==> config.mk <==
export PLATFORM = sky130hd
export DESIGN_NAME = mri_execute_unit
export DESIGN_NICKNAME = d
export VERILOG_FILES = /design/src/rtl/bascomp_pkg.sv /design/src/rtl/mri_execute_unit_alu.sv /design/src/rtl/mri_execute_unit.sv
export SDC_FILE = /design/constraint.sdc
export NUM_CORES = 1
export LEC_CHECK = 0
export BUFFER_PORTS_ARGS = -buffer_cell sky130_fd_sc_hd__buf_2
export CAP_MARGIN = 40
export CELL_PAD_IN_SITES_DETAIL_PLACEMENT = 2
export CELL_PAD_IN_SITES_GLOBAL_PLACEMENT = 2
export CORE_MARGIN = 3
export CORE_UTILIZATION = 37
export CTS_CLUSTER_SIZE = 24
export DETAILED_ROUTE_END_ITERATION = 12
export PLACE_DENSITY_LB_ADDON = 0.12
export SLEW_MARGIN = 20
export SYNTH_ARGS = -nofsm -noshare
export SYNTH_HDL_FRONTEND = slang
export SYNTH_SLANG_ARGS = --single-unit
export TNS_END_PERCENT = 100
==> constraint.sdc <==
create_clock -name clock -period 6.1 [get_ports clock]
set_input_delay 0.61 -clock clock [delete_from_list [all_inputs] [get_ports clock]]
set_output_delay 0.61 -clock clock [all_outputs]
set_load 0.01 [all_outputs]
==> src/rtl/bascomp_pkg.sv <==
// Shared definitions for the basic-computer execute stage: opcodes, execute-state
// encodings, default widths and the per-opcode entry state after address resolution.
package bascomp_pkg;

  localparam int DEF_WIDTH = 16;
  localparam int DEF_AW    = 12;

  localparam logic [2:0] OP_AND  = 3'd0;
  localparam logic [2:0] OP_ADD  = 3'd1;
  localparam logic [2:0] OP_LDA  = 3'd2;
  localparam logic [2:0] OP_STA  = 3'd3;
  localparam logic [2:0] OP_BUN  = 3'd4;
  localparam logic [2:0] OP_BSA  = 3'd5;
  localparam logic [2:0] OP_ISZ  = 3'd6;
  localparam logic [2:0] OP_NMRI = 3'd7;

  typedef enum logic [2:0] {
    ST_IDLE,
    ST_IND_RD,
    ST_IND_WT,
    ST_RD,
    ST_WT,
    ST_EX,
    ST_WR,
    ST_DONE
  } exec_state_e;

  // First state once the effective address is known.
  function automatic exec_state_e op_entry(input logic [2:0] op);
    case (op)
      OP_AND, OP_ADD, OP_LDA, OP_ISZ: op_entry = ST_RD;
      OP_STA, OP_BSA:                 op_entry = ST_WR;
      OP_BUN:                         op_entry = ST_EX;
      default:                        op_entry = ST_DONE;
    endcase
  endfunction

endpackage

==> src/rtl/mri_execute_unit_alu.sv <==
// Combinational datapath for memory-reference instructions: AND/ADD/LDA result,
// ADD carry, and the ISZ increment with its zero flag.
module mri_alu
  import bascomp_pkg::*;
#(
  parameter int WIDTH = DEF_WIDTH
) (
  input  logic [WIDTH-1:0] ac,
  input  logic [WIDTH-1:0] dr,
  input  logic [2:0]       op,
  output logic [WIDTH-1:0] ac_new,
  output logic             carry,
  output logic [WIDTH-1:0] dr_inc,
  output logic             dr_inc_zero
);

  logic [WIDTH:0] sum;

  always_comb begin
    sum         = {1'b0, ac} + {1'b0, dr};
    carry       = sum[WIDTH];
    dr_inc      = dr + {{(WIDTH-1){1'b0}}, 1'b1};
    dr_inc_zero = (dr_inc == '0);
    case (op)
      OP_AND:  ac_new = ac & dr;
      OP_ADD:  ac_new = sum[WIDTH-1:0];
      OP_LDA:  ac_new = dr;
      default: ac_new = ac;
    endcase
  end

endmodule

==> src/rtl/mri_execute_unit.sv <==
// Execute stage for the seven memory-reference instructions; owns AC/E and the data
// memory port. Optional MRI_AC_WRITE_EN adds an AC/E load port for register-reference ops.
module mri_execute_unit
  import bascomp_pkg::*;
#(
  parameter int WIDTH = DEF_WIDTH,
  parameter int AW    = DEF_AW
) (
  input  logic             clock,
  input  logic             reset,
  input  logic             start,
  input  logic [2:0]       opcode,
  input  logic             indirect,
  input  logic [AW-1:0]    addr,
  input  logic [AW-1:0]    pc,
  input  logic [WIDTH-1:0] mem_rdata,
  output logic [AW-1:0]    mem_addr,
  output logic             mem_rd,
  output logic             mem_wr,
  output logic [WIDTH-1:0] mem_wdata,
  output logic [WIDTH-1:0] ac,
  output logic             e,
  output logic             pc_load,
  output logic [AW-1:0]    pc_next,
  output logic             busy,
  output logic             done
`ifdef MRI_AC_WRITE_EN
  ,
  input  logic             ac_wr,
  input  logic [WIDTH-1:0] ac_wdata,
  input  logic             e_wdata
`endif
);

  exec_state_e      state_q, state_d;
  logic [AW-1:0]    ar_q, ar_d;
  logic [WIDTH-1:0] dr_q, dr_d;
  logic [2:0]       op_q, op_d;
  logic [AW-1:0]    pc_q, pc_d;
  logic [WIDTH-1:0] ac_q, ac_d;
  logic             e_q, e_d;
  logic [AW-1:0]    mem_addr_q, mem_addr_d;
  logic             mem_rd_q, mem_rd_d;
  logic             mem_wr_q, mem_wr_d;
  logic [WIDTH-1:0] mem_wdata_q, mem_wdata_d;
  logic             pc_load_q, pc_load_d;
  logic [AW-1:0]    pc_next_q, pc_next_d;
  logic             busy_q, busy_d;
  logic             done_q, done_d;

  logic [WIDTH-1:0] alu_ac;
  logic             alu_carry;
  logic [WIDTH-1:0] alu_dr_inc;
  logic             alu_dr_zero;

  mri_alu #(.WIDTH(WIDTH)) u_alu (
    .ac          (ac_q),
    .dr          (dr_q),
    .op          (op_q),
    .ac_new      (alu_ac),
    .carry       (alu_carry),
    .dr_inc      (alu_dr_inc),
    .dr_inc_zero (alu_dr_zero)
  );

  always_comb begin
    state_d     = state_q;
    ar_d        = ar_q;
    dr_d        = dr_q;
    op_d        = op_q;
    pc_d        = pc_q;
    ac_d        = ac_q;
    e_d         = e_q;
    mem_addr_d  = mem_addr_q;
    mem_wdata_d = mem_wdata_q;
    pc_next_d   = pc_next_q;

    case (state_q)
      ST_IDLE: begin
`ifdef MRI_AC_WRITE_EN
        if (ac_wr) begin
          ac_d = ac_wdata;
          e_d  = e_wdata;
        end
`endif
        if (start) begin
          op_d = opcode;
          ar_d = addr;
          pc_d = pc;
          if (opcode == OP_NMRI)  state_d = ST_DONE;
          else if (indirect)      state_d = ST_IND_RD;
          else                    state_d = op_entry(opcode);
        end
      end
      ST_IND_RD: state_d = ST_IND_WT;
      ST_IND_WT: begin
        ar_d    = mem_rdata[AW-1:0];
        state_d = op_entry(op_q);
      end
      ST_RD: state_d = ST_WT;
      ST_WT: begin
        dr_d    = mem_rdata;
        state_d = ST_EX;
      end
      ST_EX: begin
        if (op_q == OP_ISZ) begin
          dr_d    = alu_dr_inc;
          state_d = ST_WR;
        end else begin
          ac_d = alu_ac;
          if (op_q == OP_ADD) e_d = alu_carry;
          state_d = ST_DONE;
        end
      end
      ST_WR:   state_d = ST_DONE;
      ST_DONE: state_d = ST_IDLE;
      default: state_d = ST_IDLE;
    endcase

    // Strobes are decoded from the state being entered so they register cleanly.
    mem_rd_d  = (state_d == ST_IND_RD) || (state_d == ST_RD);
    mem_wr_d  = (state_d == ST_WR);
    busy_d    = (state_d != ST_IDLE) && (state_d != ST_DONE);
    done_d    = (state_d == ST_DONE);
    pc_load_d = 1'b0;

    if (mem_rd_d) mem_addr_d = ar_d;

    if (mem_wr_d) begin
      mem_addr_d = ar_d;
      case (op_d)
        OP_STA: mem_wdata_d = ac_d;
        OP_BSA: begin
          mem_wdata_d = {{(WIDTH-AW){1'b0}}, pc_d};
          pc_load_d   = 1'b1;
          pc_next_d   = ar_d + {{(AW-1){1'b0}}, 1'b1};
        end
        default: begin
          mem_wdata_d = dr_d;
          if (alu_dr_zero) begin
            pc_load_d = 1'b1;
            pc_next_d = pc_d + {{(AW-1){1'b0}}, 1'b1};
          end
        end
      endcase
    end

    if ((state_d == ST_EX) && (op_d == OP_BUN)) begin
      pc_load_d = 1'b1;
      pc_next_d = ar_d;
    end
  end

  always_ff @(posedge clock or negedge reset) begin
    if (!reset) begin
      state_q     <= ST_IDLE;
      ac_q        <= '0;
      e_q         <= 1'b0;
      mem_addr_q  <= '0;
      mem_rd_q    <= 1'b0;
      mem_wr_q    <= 1'b0;
      mem_wdata_q <= '0;
      pc_load_q   <= 1'b0;
      pc_next_q   <= '0;
      busy_q      <= 1'b0;
      done_q      <= 1'b0;
    end else begin
      state_q     <= state_d;
      ac_q        <= ac_d;
      e_q         <= e_d;
      mem_addr_q  <= mem_addr_d;
      mem_rd_q    <= mem_rd_d;
      mem_wr_q    <= mem_wr_d;
      mem_wdata_q <= mem_wdata_d;
      pc_load_q   <= pc_load_d;
      pc_next_q   <= pc_next_d;
      busy_q      <= busy_d;
      done_q      <= done_d;
    end
  end

  // Instruction operand registers are only consumed after acceptance.
  always_ff @(posedge clock) begin
    ar_q <= ar_d;
    dr_q <= dr_d;
    op_q <= op_d;
    pc_q <= pc_d;
  end

  assign mem_addr  = mem_addr_q;
  assign mem_rd    = mem_rd_q;
  assign mem_wr    = mem_wr_q;
  assign mem_wdata = mem_wdata_q;
  assign ac        = ac_q;
  assign e         = e_q;
  assign pc_load   = pc_load_q;
  assign pc_next   = pc_next_q;
  assign busy      = busy_q;
  assign done      = done_q;

endmodule

==> results of run 1 <==
==> flip-flops by register name, indices dropped and copies added, names as in the netlist, 3 cells and up <==
signal,flops
dr_q,16
ar_q,12
pc_q,12
pc_next,12
mem_wdata,16
mem_addr,12
state_q,3
ac,16
op_q,3
==> synthesized netlist by cell type (all sizes together) (12+ instances only) <==
library cell	number
xnor2	12
nor2	82
clkbuf	25
o21ai	59
buf	33
mux2	15
inv	29
nor4b	12
o22ai	18
nand2	74
ha	18
o221ai	13
dfrtp	65
dfxtp	43
nand3	25
mux2i	38
a21oi	51
nor3	26
==> through the flow <==
step	hold WS [ps]	util, %	power (mW)
global route	320	43.2	5.42
global placement	471	41.4	4.21
floorplan	314	-	3.40
finish	285	43.2	5.00
detailed placement	471	41.6	4.39
CTS	305	43.2	5.02
==> per-layer routing <==
layer | up-vias | routed length, µm
met5 | - | 0
met4 | 0 | 621
met3 | 35 | 984
met2 | 161 | 13400
met1 | 3454 | 11500
li1 | 3114 | -
==> path summary, 6_finish.rpt <==
check	from	endpoint	slack, ps	cells after the start
max reg2reg	state_q[2]$_DFF_PN0_	pc_next[10]$_DFFE_PN0P_	1920	10
max in group asynchronous	reset	mem_wdata[13]$_DFFE_PN0P_	5240	3
min	reset	ac[1]$_DFF_PN0_	290	2
min reg2reg	pc_next[5]$_DFFE_PN0P_	pc_next[5]$_DFFE_PN0P_	490	2
max	state_q[2]$_DFF_PN0_	pc_next[10]$_DFFE_PN0P_	1920	10
min in group clock	pc_next[5]$_DFFE_PN0P_	pc_next[5]$_DFFE_PN0P_	490	2
==> power groups by stage <==
stage          clock [mW]  combinational [mW]  sequential, mW
4_1_cts             0.601                2.99            1.43
6_report            0.589                2.99            1.43
2_1_floorplan           0                2.04            1.36
5_1_grt             0.626                3.31            1.48
3_3_place_gp            0                2.81            1.40
3_5_place_dp            0                2.95            1.44
==> area by class of cell <==
cell class / instances / area, µm²
clock buffers: 11 / 243
clock inverters: 5 / 36.3
fillers: 2073 / 10300
inverters: 29 / 109
multi-input cells: 616 / 4030
flip-flops and latches: 108 / 2490
well taps: 229 / 287
repair buffers: 120 / 651
==> cells by family (layout without fill, tap and decap cells) <==
family / count (synthesis) / after routing / synth area share, %
AOI/OAI and AO/OA: 235 / 235 / 23.3
xor gates and xnor gates: 20 / 20 / 2.54
adders and majority gates: 19 / 19 / 3.56
buffers and inverters: 87 / 165 / 5.65
DFF: 108 / 108 / 36.1
muxes: 53 / 53 / 8.02
and+or+nand+nor: 289 / 289 / 20.9
==> metrics.yaml, run 1 <==
tns_ps: 0
clkTransAtPathRegs_ps: 80
dieArea_mm2: 0.0203
diodes: 0
die_h_um: 142
path_delay_family: "compound AO/OA/AOI/OAI gates"
finish.instance_area_mm2: 0.00784
use_met2_pct: 46.2
status: "finished, final reports clean"
clkPwrFrac_pct: 11.8
first_pass_iters: 5
endpoint_kind: "flip-flop"
track_usage_pct: 26.4
htree_levels: 3
ant_nets: 0
grt_pass1_wl_um: 42100
placedCellCount: 1101
setup_slack_ps: 1920
cts_buffer_depth: 2
cp.buffers_inverters: 1
post-dp-hpwl_um: 20000
wl_per_cell_um: 23.7
ys_seq_elements: 108
combPwrFrac_pct: 59.7
drc: 0
period_needed_ps: 4180
syn_to_final_growth_pct: 13.8
internal-power_mw: 2.49
grt_pass1_vias: 7383
ir_worst_vdd_uv: 204
path_cells: "or4b_1, mux2_4, o21ai_0, ha_1, inv_1, o41a_1, nor3_2, xnor2_1, a221o_1, o21ai_1"
p_sw_mw: 2.51
cts_root_buffer: "clkbuf_16"
ys_types: 79
fmaxAchievable_mhz: 239
cts.sinks: 108
powerDensity_mw_per_mm2: 638
yosys_most_used_dff: "dfrtp_1"
design.core.area_mm2: 0.0181
rows: 49
worstPathMaxFanout: 28
clock_latency_ps: 360
io_pins: 109
cts_tree: "built"
synth_edf_count: 0
layout_commonest_cell: "buf_2"
ys_seq_area_share_pct: 36.1
cpPeakStageDelay_ps: 930
place_ws_ps: 1730
grt-ovfl-total: 0
min_path_type: "in2async"
final_cells: 1118
drv_cap: 0
rsz0062_at_grt: "no"
drive_above_1_share_pct: 19.3
cp_slowest_cell: "or4b_1"
final_cell_mix: "108 x buf_2, 82 x nor2_1, 74 x nand2_1"
start_kind: "flip-flop"
leakage_nw: 3.31
slew_violations: 0
top_usage_layer: "met2"
slew_headroom_pct: 42.3
clock_skew_ps: 14.0
syn-num-nets: 877
routed_via_density: 6.05
dpl-instance-area_mm2: 0.00756
worstMarginPinSlew_ps: 842
synth_top_area_cell: "dfrtp_1"
chipWidth_um: 142
cp.arrival_ps: 4450
cp.required_ps: 6370
yosysTopAreaCellShare_pct: 23.6
seqPwrFrac_pct: 28.5
use_met3_pct: 2.76
timing.final.crit_share_pct: 68.5
gp_congestion: 0.853
switching_share_pct: 50.3
synth_area_mm2: 0.00689
io_buffers: 108
cts_resized: 0
final_nets: 950
initial_utilization_pct: 38.0
synth.area.top_cells: "dfrtp_1 24%, dfxtp_1 12%, mux2i_1 5.5%, nor2_1 4.5%, nand2_1 4.0%"
postSynthCellCount: 811
routed_wl_um: 26500
cts_setup_buffers: 0
vias: 6764
cts_buffers: 9
met1_usage_pct: 34.0
antenna_found_initial: 0
drtIter0Drc: 413
synthArstFlopShare_pct: 60.2
avgSynthCellArea_um2: 8.50
grt_max_degree: 34
ys_warn_count: 0
ctsHoldBuffers: 0
setup_viol: 0
crit_type: "reg2reg"
hold_viol: 0
Power figures use the tool's default switching activity.
==> inputs of run 2 (changes only) <==
--- a/config.mk
+++ b/config.mk
@@ -10,7 +10,7 @@
 export CELL_PAD_IN_SITES_DETAIL_PLACEMENT = 2
 export CELL_PAD_IN_SITES_GLOBAL_PLACEMENT = 2
 export CORE_MARGIN = 3
-export CORE_UTILIZATION = 37
+export CORE_UTILIZATION = 31
 export CTS_CLUSTER_SIZE = 24
 export DETAILED_ROUTE_END_ITERATION = 12
 export PLACE_DENSITY_LB_ADDON = 0.12
==> constraint.sdc (replaced) <==
create_clock -name clock -period 3.7 [get_ports clock]
set_input_delay 0.37 -clock clock [delete_from_list [all_inputs] [get_ports clock]]
set_output_delay 0.37 -clock clock [all_outputs]
set_load 0.01 [all_outputs]
==> run 2 against run 1 <==
Register-to-register slack worse by 1700 ps. Routed wire length is 2.9% higher. Utilization is 5.5 points lower. Maximum frequency is 19% higher. Highest routed layer unchanged. Sequential share of layout area is 0.96 points lower. Clock skew is 4.6 ps lower.
==> metrics.yaml, run 2 (synthesized netlist as in run 1, its figures left out) <==
status: "finished, final reports clean"
clkPwrFrac_pct: 11.4
cts_buffers: 9
vias: 6724
worstPathMaxFanout: 9
tns_ps: 0
grt_pass1_vias: 7342
first_pass_iters: 4
routed_wl_um: 27200
final_cells: 1189
min_path_type: "in2reg"
ant_nets: 0
combPwrFrac_pct: 61.9
worstMarginPinSlew_ps: 738
powerDensity_mw_per_mm2: 1040
cts_setup_buffers: 0
ir_worst_vdd_uv: 339
rows: 53
wl_met2_um: 13400
cts_tree: "built"
slew_violations: 0
cp.arrival_ps: 3790
final_nets: 976
io_pins: 109
routed.top_layer: "met4"
die_h_um: 155
final_cell_mix: "107 x buf_2, 82 x nor2_1, 74 x nand2_1"
placedCellCount: 1172
cts.sinks: 108
post-dp-hpwl_um: 21200
wl_met1_um: 12600
diodes: 0
dieArea_mm2: 0.0241
clkTransAtPathRegs_ps: 80
endpoint_kind: "flip-flop"
crit_type: "reg2reg"
slew_headroom_pct: 50.6
fmaxAchievable_mhz: 285
design.core.area_mm2: 0.0214
multi_input_area_mm2: 0.00403
chipWidth_um: 155
hold_viol: 0
io_buffers: 108
wl_per_cell_um: 22.9
layout_commonest_cell: "buf_2"
cpPeakStageDelay_ps: 650
internal-power_mw: 4.22
rsz0062_at_grt: "no"
track_usage_pct: 22.7
clock_latency_ps: 370
start_kind: "flip-flop"
switching_share_pct: 49.9
seqPwrFrac_pct: 26.7
grt-ovfl-total: 0
timing.final.crit_share_pct: 94.7
period_needed_ps: 3500
cp.buffers_inverters: 1
wl_met3_um: 844
routed_via_density: 5.66
drc: 0
cp.required_ps: 3990
grt_max_degree: 41
antenna_found_initial: 0
drtIter0Drc: 369
path_cells: "or4b_1, mux2_4, o21ai_0, ha_1, inv_1, o41a_1, nor3_2, xnor2_1, a221o_1, o21ai_1"
clock_skew_ps: 9.44
drv_cap: 0
gp_congestion: 0.873
cts_root_buffer: "clkbuf_16"
syn_to_final_growth_pct: 17.3
initial_utilization_pct: 32.2
cts_buffer_depth: 2
cp_slowest_cell: "or4b_1"
leakage_nw: 3.42
drive_above_1_share_pct: 21.4
path_delay_family: "compound AO/OA/AOI/OAI gates"
fill_cells: 2445
htree_levels: 3
p_sw_mw: 4.19
setup_viol: 0
grt_pass1_wl_um: 43000
seqCellArea_mm2: 0.00249
## run 2: cell count changes in the layout (fill, tap and decap cells not counted), sizes merged
cell         previous run  this run
buf                   120       144
clkinv                  3         2
dlygate4sd3             0         1
clkinvlp                0         1
clkbuf                 11        10
inv                    31        32
## run 2: worst paths after layout
kind / end / start / cells past startpoint / slack, ps
min in group asynchronous: mem_wdata[2]$_DFFE_PN0P_ / reset / 2 / 490
setup / recovery: pc_next[10]$_DFFE_PN0P_ / state_q[0]$_DFF_PN0_ / 10 / 200
hold / removal: op_q[2]$_DFF_P_ / opcode[2] / 3 / 310
hold reg to reg: pc_next[0]$_DFFE_PN0P_ / pc_next[0]$_DFFE_PN0P_ / 2 / 500
max in group asynchronous: mem_wdata[13]$_DFFE_PN0P_ / reset / 3 / 2610
setup reg to reg: pc_next[10]$_DFFE_PN0P_ / state_q[0]$_DFF_PN0_ / 10 / 200
## run 2: final cells by class
class,count,share of cell area (%)
timing repair buffer,146,10.4
multi-input combinational,616,49.8
clock inverter,6,0.588
sequential,108,30.8
tap,275,4.25
inverter,29,1.35
clock buffer,9,2.78
## run 2: per-layer routing
metal / vias up / global-route usage, %
met2: 119 / 38.7
met4: 0 / 6.01
met3: 25 / 2.81
li1: 3171 / -
met1: 3409 / 30.5
met5: - / 0
## run 2: metrics by stage
stage | hold WS (ps) | total power, mW | setup WS [ps] | instance area (µm²) | utilization, %
after global routing | 328 | 9.11 | 2.33 | 8090 | 37.8
after CTS | 300 | 8.44 | 178 | 8080 | 37.7
final | 310 | 8.41 | 195 | 8090 | 37.8
after detailed placement | 341 | 7.43 | 244 | 7790 | 36.4
after global placement | 465 | 7.19 | 258 | 7770 | 36.3
after floorplan | 74.4 | 5.61 | 185 | 6890 | -
## run 2: what timing repair did
item	4_1_cts	5_1_grt
gates resized for setup	0	1
hold buffers	1	0
endpoints found under the setup margin	0	2
hold endpoints to repair	30	0
## run 2: worst min-delay path: cells and delay by family
family / cells / cell delay [ps]
buf+inv: 1 / 150
simple gates: 2 / 110
## run 2: power by group through the flow
stage,sequential (mW),combinational (mW),clock [mW]
after floorplan,2.24,3.37,0
after global placement,2.22,4.97,0
after detailed placement,2.26,5.17,0
after CTS,2.25,5.21,0.982
after global routing,2.33,5.74,1.03
final,2.24,5.21,0.960
==> inputs of run 3 (changes only) <==
--- a/config.mk
+++ b/config.mk
@@ -5,15 +5,17 @@
 export SDC_FILE = /design/constraint.sdc
 export NUM_CORES = 1
 export LEC_CHECK = 0
+export ABC_AREA = 1
 export BUFFER_PORTS_ARGS = -buffer_cell sky130_fd_sc_hd__buf_2
 export CAP_MARGIN = 40
 export CELL_PAD_IN_SITES_DETAIL_PLACEMENT = 2
 export CELL_PAD_IN_SITES_GLOBAL_PLACEMENT = 2
 export CORE_MARGIN = 3
-export CORE_UTILIZATION = 31
+export CORE_UTILIZATION = 28
 export CTS_CLUSTER_SIZE = 24
 export DETAILED_ROUTE_END_ITERATION = 12
 export PLACE_DENSITY_LB_ADDON = 0.12
+export RECOVER_POWER = 50
 export SLEW_MARGIN = 20
 export SYNTH_ARGS = -nofsm -noshare
 export SYNTH_HDL_FRONTEND = slang
==> run 3 against run 2 <==
Highest routed layer unchanged. Total power decreased by 4.1%. Critical path depth increased by 4. Non-clock buffer count decreased by 26. Via count increased by 5.3%.
==> metrics.yaml, run 3 <==
combPwrFrac_pct: 58.8
final_cells: 1390
yosys_most_used_dff: "dfrtp_1"
cts_setup_buffers: 0
synth_area_mm2: 0.00669
cp.arrival_ps: 3340
layout_commonest_cell: "nand2_1"
crit_type: "reg2reg"
chipWidth_um: 161
grt_max_degree: 46
diodes: 0
cp.required_ps: 3970
drtIter0Drc: 437
initial_utilization_pct: 29.0
top_usage_layer: "met2"
design.core.area_mm2: 0.0231
use_met3_pct: 3.87
final_nets: 1138
io_buffers: 108
fmaxAchievable_mhz: 326
htree_levels: 3
hold_viol: 0
status: "finished, final reports clean"
worstMarginPinSlew_ps: 1410
post-dp-hpwl_um: 22400
cts_root_buffer: "clkbuf_16"
synth_edf_count: 0
setup_slack_ps: 628
synthArstFlopShare_pct: 60.2
path_delay_family: "simple AND/OR/NAND/NOR gates"
avgSynthCellArea_um2: 6.88
synth.area.top_cells: "dfrtp_1 24%, nand2_1 19%, dfxtp_1 13%, nor2_1 5.2%, nand3_1 4.7%"
endpoint_kind: "flip-flop"
powerDensity_mw_per_mm2: 1040
clock_skew_ps: 10.8
ys_seq_area_share_pct: 37.2
cp_slowest_cell: "dfrtp_1"
cts_tree: "built"
cts_buffers: 9
ir_worst_vdd_uv: 360
grt-ovfl-total: 0
antenna_found_initial: 0
gp_congestion: 0.860
dieArea_mm2: 0.0258
ys_warn_count: 0
start_kind: "flip-flop"
seqPwrFrac_pct: 28.6
yosysTopAreaCellShare_pct: 24.3
slew_headroom_pct: 5.90
met1_usage_pct: 31.7
ant_nets: 0
min_path_type: "in2reg"
period_needed_ps: 3070
first_pass_iters: 4
clkTransAtPathRegs_ps: 90
cp.buffers_inverters: 1
postSynthCellCount: 973
syn-num-nets: 1039
final_cell_mix: "333 x nand2_1, 93 x nor2_1, 84 x inv_1"
clkPwrFrac_pct: 12.7
synth_top_area_cell: "dfrtp_1"
drv_cap: 0
cts_resized: 0
die_h_um: 161
track_usage_pct: 22.1
timing.final.crit_share_pct: 83.0
io_pins: 109
slew_violations: 0
clock_latency_ps: 370
finish.instance_area_mm2: 0.00776
placedCellCount: 1373
dpl-instance-area_mm2: 0.00755
grt_pass1_vias: 7634
internal-power_mw: 3.70
cts.sinks: 108
use_met2_pct: 35.8
cpPeakStageDelay_ps: 470
ys_types: 44
vias: 7081
p_sw_mw: 4.37
leakage_nw: 3.67
drc: 0
grt_pass1_wl_um: 44600
synth_common_cells: "333 x nand2_1, 93 x nor2_1, 84 x inv_1"
drive_above_1_share_pct: 11.2
routed_via_density: 5.09
rows: 55
ys_seq_elements: 108
place_ws_ps: 618
path_cells: "nor2_4, nand3_2, inv_2, nand2_1, nand2_1, nand2_1, nand2_1, ha_1, nand3_1, nor2_1, nand3b_1, o21ai_0, nand2_1, nand2_1"
yosysMostFrequentCell: "nand2_1"
rsz0062_at_grt: "no"
wl_per_cell_um: 20.4
setup_viol: 0
cts_buffer_depth: 2
syn_to_final_growth_pct: 16.1
switching_share_pct: 54.1
fin_total_pwr_mw: 8.07
routed_wl_um: 28400
tns_ps: 0
crit_path_frequent_cell: "nand2_1"
worstPathMaxFanout: 18
-- run 3: power by group through the flow --
stage	clock [mW]	combinational (mW)	sequential, mW
6_report	1.02	4.74	2.30
5_1_grt	1.09	5.36	2.40
4_1_cts	1.05	4.87	2.30
3_5_place_dp	0	4.83	2.32
3_3_place_gp	0	4.69	2.31
2_1_floorplan	0	3.06	2.24
-- run 3: cells by family after synthesis --
family	synth area share, %
AO/OA/AOI/OAI	16.5
buffers and inverters	7.80
multiplexers	0.168
flip-flops	37.2
adder cells (fa/ha/maj)	3.67
AND/OR/NAND/NOR	34.6
XOR/XNOR	0.131
-- run 3: layout make-up --
class	count	area (µm²)
Clock inverter	7	70.1
Timing Repair Buffer	120	568
Multi-Input combinational cell	743	3680
Inverter	90	342
Sequential cell	108	2490
Fill cell	2867	15300
Clock buffer	9	225
Tap cell	313	392
-- run 3: timing repair --
item	4_1_cts	5_1_grt
hold buffers	1	0
hold endpoints to repair	20	0
setup endpoints to repair	0	0
-- run 3: metal layers --
metal / share of wire, % / up-vias
li1: - / 3414
met1: 49 / 3528
met2: 45 / 126
met3: 5.0 / 13
met4: 0.68 / 0
met5: 0 / -
-- run 3: tightest hold or removal path, cell delays in order --
cell,delay (ps)
buf_2,80
nand2_1,50
o221ai_1,90
-- run 3: final timing paths --
kind / start / to / cells past startpoint / slack, ps
max in group asynchronous: reset / mem_addr[3]$_DFFE_PN0P_ / 3 / 930
max: state_q[0]$_DFF_PN0_ / pc_next[4]$_DFFE_PN0P_ / 14 / 630
min reg2reg: ar_q[10]$_DFF_P_ / ar_q[10]$_DFF_P_ / 2 / 470
min: mem_rdata[13] / dr_q[13]$_DFF_P_ / 3 / 260
min in group asynchronous: reset / ac[10]$_DFF_PN0_ / 2 / 860
max reg2reg: state_q[0]$_DFF_PN0_ / pc_next[4]$_DFFE_PN0P_ / 14 / 630
-- run 3: stage by stage --
step | util [%] | hold slack (ps)
2_1_floorplan | - | 74.4
3_3_place_gp | 32.6 | 434
3_5_place_dp | 32.8 | 312
4_1_cts | 34.1 | 257
5_1_grt | 33.7 | 271
6_report | 33.7 | 263
